$ cat src/rtl/array_bubble_pass.sv
// array_bubble_pass
//   In-place bubble sort over a shared array memory (asynchronous read,
//   synchronous write). Started by go when the upstream checker reports the
//   array unsorted; when done, re-running the checker reports sorted.
//
//   Optional build macro: BUBBLE_SIGNED_COMPARE_EN
//     defined   -> element compare is signed two's-complement
//     undefined -> element compare is unsigned
//
//   Ports
//     clock        in   rising-edge clock
//     reset        in   asynchronous active-low reset
//     go           in   start request, honoured only in IDLE or DONE
//     base_addr    in   address of element 0 (captured on accepted go)
//     length       in   element count (captured on accepted go)
//     mem_addr     out  array memory address (holds last value in IDLE/DONE)
//     mem_rdata    in   combinational read data for mem_addr
//     mem_wdata    out  write data
//     mem_we       out  write enable, high only in WRA/WRB
//     busy         out  high outside IDLE and DONE
//     done         out  high while in DONE
//     swap_count   out  saturating swap count for the current run
//     pass_count   out  saturating completed-pass count for the current run
module array_bubble_pass #(
  parameter int unsigned ADDR_W = 5,
  parameter int unsigned DATA_W = 32,
  parameter int unsigned CNT_W  = 16
) (
  input  logic              clock,
  input  logic              reset,
  input  logic              go,
  input  logic [ADDR_W-1:0] base_addr,
  input  logic [ADDR_W:0]   length,
  output logic [ADDR_W-1:0] mem_addr,
  input  logic [DATA_W-1:0] mem_rdata,
  output logic [DATA_W-1:0] mem_wdata,
  output logic              mem_we,
  output logic              busy,
  output logic              done,
  output logic [CNT_W-1:0]  swap_count,
  output logic [CNT_W-1:0]  pass_count
);

  typedef enum logic [2:0] {
    S_IDLE,
    S_RDA,
    S_RDB,
    S_WRA,
    S_WRB,
    S_DONE
  } state_e;

  localparam logic [ADDR_W-1:0] ADDR_ONE = ADDR_W'(1);
  localparam logic [ADDR_W:0]   LEN_ONE  = (ADDR_W+1)'(1);
  localparam logic [ADDR_W:0]   LEN_TWO  = (ADDR_W+1)'(2);
  localparam logic [ADDR_W+1:0] EXT_TWO  = (ADDR_W+2)'(2);
  localparam logic [CNT_W-1:0]  CNT_ONE  = CNT_W'(1);

  state_e              state_q, state_d;
  logic [ADDR_W-1:0]   base_q, base_d;
  logic [ADDR_W:0]     limit_q, limit_d;
  logic [ADDR_W:0]     i_q, i_d;
  logic [DATA_W-1:0]   a_q, a_d;
  logic [DATA_W-1:0]   b_q, b_d;
  logic                swapped_q, swapped_d;
  logic [CNT_W-1:0]    swap_cnt_q, swap_cnt_d;
  logic [CNT_W-1:0]    pass_cnt_q, pass_cnt_d;
  logic [ADDR_W-1:0]   addr_q;
  logic [DATA_W-1:0]   wdata_q;

  logic [ADDR_W-1:0]   addr_lo;
  logic [ADDR_W-1:0]   addr_hi;
  logic [ADDR_W+1:0]   i_plus2;
  logic                gt;
  logic                advance;
  logic                swapped_now;

  // Addresses wrap modulo the memory size, so an array may straddle the top.
  assign addr_lo = base_q + i_q[ADDR_W-1:0];
  assign addr_hi = addr_lo + ADDR_ONE;
  assign i_plus2 = {1'b0, i_q} + EXT_TWO;

  always_comb begin
`ifdef BUBBLE_SIGNED_COMPARE_EN
    gt = $signed(a_q) > $signed(mem_rdata);
`else
    gt = a_q > mem_rdata;
`endif
  end

  assign busy       = (state_q != S_IDLE) && (state_q != S_DONE);
  assign done       = (state_q == S_DONE);
  assign swap_count = swap_cnt_q;
  assign pass_count = pass_cnt_q;

  always_comb begin
    state_d     = state_q;
    base_d      = base_q;
    limit_d     = limit_q;
    i_d         = i_q;
    a_d         = a_q;
    b_d         = b_q;
    swapped_d   = swapped_q;
    swap_cnt_d  = swap_cnt_q;
    pass_cnt_d  = pass_cnt_q;
    mem_addr    = addr_q;
    mem_wdata   = wdata_q;
    mem_we      = 1'b0;
    advance     = 1'b0;
    swapped_now = swapped_q;

    unique case (state_q)
      S_IDLE, S_DONE: begin
        if (go) begin
          base_d     = base_addr;
          limit_d    = length;
          i_d        = '0;
          swapped_d  = 1'b0;
          swap_cnt_d = '0;
          pass_cnt_d = '0;
          state_d    = (length < LEN_TWO) ? S_DONE : S_RDA;
        end
      end
      S_RDA: begin
        mem_addr = addr_lo;
        a_d      = mem_rdata;
        state_d  = S_RDB;
      end
      S_RDB: begin
        mem_addr = addr_hi;
        b_d      = mem_rdata;
        if (gt) begin
          state_d = S_WRA;
        end else begin
          advance = 1'b1;
        end
      end
      S_WRA: begin
        mem_addr  = addr_lo;
        mem_wdata = b_q;
        mem_we    = 1'b1;
        state_d   = S_WRB;
      end
      S_WRB: begin
        mem_addr    = addr_hi;
        mem_wdata   = a_q;
        mem_we      = 1'b1;
        swapped_d   = 1'b1;
        swapped_now = 1'b1;
        swap_cnt_d  = (&swap_cnt_q) ? swap_cnt_q : swap_cnt_q + CNT_ONE;
        advance     = 1'b1;
      end
      default: state_d = S_IDLE;
    endcase

    // Shared step to the next pair; swapped_now folds in a swap completing
    // in this same WRB cycle so the pass-end decision sees it.
    if (advance) begin
      if (i_plus2 < {1'b0, limit_q}) begin
        i_d     = i_q + LEN_ONE;
        state_d = S_RDA;
      end else begin
        pass_cnt_d = (&pass_cnt_q) ? pass_cnt_q : pass_cnt_q + CNT_ONE;
        if (swapped_now && (limit_q > LEN_TWO)) begin
          limit_d   = limit_q - LEN_ONE;
          i_d       = '0;
          swapped_d = 1'b0;
          state_d   = S_RDA;
        end else begin
          state_d = S_DONE;
        end
      end
    end
  end

  always_ff @(posedge clock or negedge reset) begin
    if (!reset) begin
      state_q    <= S_IDLE;
      base_q     <= '0;
      limit_q    <= '0;
      i_q        <= '0;
      a_q        <= '0;
      b_q        <= '0;
      swapped_q  <= 1'b0;
      swap_cnt_q <= '0;
      pass_cnt_q <= '0;
      addr_q     <= '0;
      wdata_q    <= '0;
    end else begin
      state_q    <= state_d;
      base_q     <= base_d;
      limit_q    <= limit_d;
      i_q        <= i_d;
      a_q        <= a_d;
      b_q        <= b_d;
      swapped_q  <= swapped_d;
      swap_cnt_q <= swap_cnt_d;
      pass_cnt_q <= pass_cnt_d;
      addr_q     <= mem_addr;
      wdata_q    <= mem_wdata;
    end
  end

endmodule

$ cat config.mk
export PLATFORM = sky130hd
export DESIGN_NAME = array_bubble_pass
export DESIGN_NICKNAME = d
export VERILOG_FILES = /design/src/rtl/array_bubble_pass.sv
export SDC_FILE = /design/constraint.sdc
export NUM_CORES = 1
export LEC_CHECK = 0
export BUFFER_PORTS_ARGS = -buffer_cell sky130_fd_sc_hd__buf_2
export CELL_PAD_IN_SITES_DETAIL_PLACEMENT = 1
export CELL_PAD_IN_SITES_GLOBAL_PLACEMENT = 1
export CORE_MARGIN = 5
export CORE_UTILIZATION = 44
export DETAILED_ROUTE_END_ITERATION = 6
export GPL_TIMING_DRIVEN = 0
export PLACE_DENSITY = 0.9
export SETUP_SLACK_MARGIN = 0.5
export SLEW_MARGIN = 30
export SYNTH_ARGS = -nofsm -noshare
export SYNTH_HDL_FRONTEND = slang
export SYNTH_SLANG_ARGS = --single-unit
export TNS_END_PERCENT = 30
$ cat constraint.sdc
create_clock -name clock -period 3.5 [get_ports clock]
set_input_delay 0.175 -clock clock [delete_from_list [all_inputs] [get_ports clock]]
set_output_delay 0.175 -clock clock [all_outputs]
set_load 0.01 [all_outputs]
==> results.py <==
metrics = {
    "power_and_ir_drop": {
        "totalPowerFinal_mw": 8.86,
        "portion_of_total_power_attributed_to_sequential_cells": 0.336,
        "power_density_nw_per_um2": 888,
        "net_switching_power_of_the_design_mw": 3.81,
        "clock_power_share": 0.206,
        "p_leak_nw": 4.89,
        "worst_ir_drop_vdd_uv": 524,
        "p_int_mw": 5.05,
        "combPwrFrac": 0.459,
        "netSwitchingFraction": 0.430,
    },
    "floorplan": {
        "floorplan.initialDensity": 0.450,
        "io-pin-count": 118,
        "core_area_um2": 18100,
        "std_cell_rows": 49,
        "die-height_um": 146,
        "die-width_um": 146,
        "design.die.area_um2": 21300,
    },
    "clock_network": {
        "clock-sinks": 154,
        "cts-buffers-inserted": 17,
        "path_clk_slew_ns": 0.07,
        "cts-root-buf": "sky130_fd_sc_hd__clkbuf_16",
        "cts.htree.levels": 4,
        "tritoncts": "done",
        "clk_path_buf_depth": 2,
        "clk_latency_ns": 0.44,
    },
    "synth": {
        "number_of_nets_in_the_synthesized_netlist": 937,
        "synth_xor_area_frac": 0.0248,
        "mappedNetlistArea_um2": 8130,
        "postSynthAreaPerCell_um2": 9.66,
        "dominant_cell_type_by_area_after_synthesis": "sky130_fd_sc_hd__dfrtp_1",
        "yosysWarnings": 0,
        "ys_top_cells_by_area": "sky130_fd_sc_hd__dfrtp_1 47%, sky130_fd_sc_hd__nand2_1 7.4%, sky130_fd_sc_hd__ha_1 7.4%",
        "yosys_register_bits": 154,
        "synthDominantCellAreaShare": 0.474,
        "netlist_instances": 842,
        "area_fraction_in_compound_gates_after_synthesis": 0.153,
        "synth_fa_ha_area_frac": 0.0763,
        "proportion_of_synthesized_flip_flops_having_asynchronous_set_or_reset": 1.00,
        "synth_top_family_by_area": "simple AND/OR/NAND/NOR gates",
        "synth-simple-area-share": 0.181,
        "seq_total_area_yosys": 0.474,
        "dominantRegCellSynth": "sky130_fd_sc_hd__dfrtp_1",
        "multiplexer_fraction_of_the_synthesized_cell_area": 0.0492,
        "synth_enable_flop_cells": 0,
        "synth.lib_cells_used.distinct": 69,
        "synthMostInstantiatedCell": "sky130_fd_sc_hd__nand2_1",
        "yosys-top-cells-count": "161 x sky130_fd_sc_hd__nand2_1, 154 x sky130_fd_sc_hd__dfrtp_1, 48 x sky130_fd_sc_hd__ha_1, 48 x sky130_fd_sc_hd__o21ai_0, 47 x sky130_fd_sc_hd__nor2_1",
    },
    "worst_setup_path": {
        "timing_worst_setup_path_type": "register to register",
        "timing.critical_path.cells": "ha_1, nand4_1, nor4_2, a21boi_2, a211oi_2, o211ai_4, buf_4, nor4_1, or3b_1",
        "cp-end-kind": "register",
        "critPathMaxStageDelay_ns": 0.47,
        "critical-path-slowest-cell": "sky130_fd_sc_hd__nor4_2",
        "cp_top_family": "simple AND/OR/NAND/NOR gates",
        "critPathMaxFanout": 10,
        "setup_crit_start_kind": "register",
        "critPathBufInv": 1,
        "timing.critical_path.required_ns": 3.81,
        "cp_data_arrival_time_ns": 3.29,
    },
    "global_route": {
        "first_global_vias": 7876,
        "wire_length_of_the_first_global_routing_pass_mm": 41.0,
        "grt.total_usage": 0.240,
        "pin_count_of_the_biggest_net_entering_global_routing": 79,
        "grt_antenna_before_repair": 0,
        "globalRouteOverflowTotal": 0,
    },
    "timing": {
        "clock_skew_ns": 0.0139,
        "final.period_utilization": 0.850,
        "tightestPinTransition_ns": 0.741,
        "worst_slew_margin_rel": 0.506,
        "clock.fmax_mhz": 336,
        "final_period_minus_worst_setup_slack_ns": 2.98,
        "finalMaxSlewViolations": 0,
        "hold_violations": 0,
        "timing.final.setup_violations": 0,
        "rsz_0062_raised_after_global_routing": "yes",
    },
    "routing": {
        "post_drt_wl_per_cell_um": 20.0,
        "antenna_left": 0,
        "finalWirelength_mm": 25.1,
        "detailroute.via_count": 7082,
        "drcViolationCount": 0,
        "detail_route.first_pass.iterations": 4,
        "drt_first_iter_violations": 356,
        "vias_per_cell": 5.65,
    },
    "placed_design": {
        "placement.io_buffers": 117,
        "place_hpwl_mm": 17.7,
        "placedInstanceArea_um2": 9050,
        "globalplace.congestion": 0.826,
        "placed_cells": 1189,
    },
    "final_layout": {
        "post_route_cells_drive_above_1_share": 0.227,
        "area.growth.synth_to_final_pct": 22.7,
        "net_total_in_the_final_layout": 1107,
        "postLayoutCellArea_um2": 9980,
        "stdcell_count": 1254,
        "ff_latch_area_um2": 3860,
        "antennaDiodeCount": 0,
        "layout.filler_cells": 2061,
        "multi_input_area_um2": 3980,
    },
    "outcome": {
        "run_status": "finished, final reports clean",
    },
    "min_path": {
        "worstHoldPathType": "primary input to register",
    },
    "run": {
        "timing.max_cap.violations": 0,
    },
}
flip-flops by register name, indices dropped and copies added (netlist names), 6 cells and up:
name        count
a_q            32
b_q            32
i_q             6
limit_q         6
pass_count     16
swap_count     16
wdata_q        32
area by class of cell:
cell class | instances | area share
Multi-Input combinational cell | 604 | 0.398
Sequential cell | 154 | 0.386
Timing Repair Buffer | 151 | 0.0947
Clock buffer | 18 | 0.0430
Tap cell | 229 | 0.0287
Buffer | 38 | 0.0179
Inverter | 46 | 0.0173
Clock inverter | 14 | 0.0137
stage by stage:
step | worst slack [ns] | hold slack, ns | TNS [ns] | util
global placement | -0.104 | 0.368 | -14.61 | 0.498
floorplan | 0.960 | -0.121 | 0 | -
finish | 0.523 | 0.00936 | 0 | 0.552
detailed placement | 0.527 | 0.197 | 0 | 0.500
CTS | 0.511 | 0.000147 | 0 | 0.551
global route | 0.387 | 0.0127 | 0 | 0.552
cells by family (layout without fill, tap and decap cells):
kind of cell | after synthesis | count (layout)
adder cells (fa/ha/maj) | 49 | 49
flip-flops | 154 | 154
XOR/XNOR | 23 | 23
AND/OR/NAND/NOR | 317 | 317
multiplexers | 36 | 36
buffers and inverters | 84 | 267
AO/OA/AOI/OAI | 179 | 179
power groups by stage:
stage,clock network [mW],registers (mW),logic (mW)
final,1.82,2.97,4.07
after global placement,0,2.93,3.68
after CTS,1.85,2.97,4.09
after floorplan,0,2.84,2.57
after global routing,1.94,3.05,4.51
after detailed placement,0,3.00,3.91
worst paths after layout:
kind                                    from            end  slack [ns]  cells past startpoint
worst max-delay path                 a_q[15]     limit_q[2]        0.52                      9
worst min register to register   wdata_q[12]    wdata_q[12]        0.47                      2
max in group asynchronous              reset         i_q[0]        2.39                      3
min in group asynchronous              reset  pass_count[4]        0.28                      2
worst min-delay path            mem_rdata[2]         a_q[2]       0.009                      2
worst max register to register       a_q[15]     limit_q[2]        0.52                      9
metal layers:
metal,wire [um],track usage,part of all wire
met1,10300,0.284,0.41
met3,973,0.0498,0.039
met5,0,0,0
met4,448,0.0755,0.018
met2,13400,0.438,0.53
cell usage in the layout, fill, tap and decap left out, types with 27 or more instances in the layout:
master and n:
sky130_fd_sc_hd__nand2_1 161, sky130_fd_sc_hd__dlygate4sd3_1 30, sky130_fd_sc_hd__ha_1 47, sky130_fd_sc_hd__inv_1 46, sky130_fd_sc_hd__nand3_1 27, sky130_fd_sc_hd__a22oi_1 33
sky130_fd_sc_hd__o21ai_0 48, sky130_fd_sc_hd__mux2_2 32, sky130_fd_sc_hd__buf_2 123, sky130_fd_sc_hd__nor2_1 46, sky130_fd_sc_hd__a21oi_1 34, sky130_fd_sc_hd__dfrtp_1 152
repair_timing:
item                                   CTS  global route
resized for setup                       13             8
endpoints found under the hold margin  104             1
setup endpoints to repair               32            41
pin swaps                                2             0
buffers inserted                         3             0
hold buffers                            29             1
Note: power is estimated with default switching activity, not from simulation.
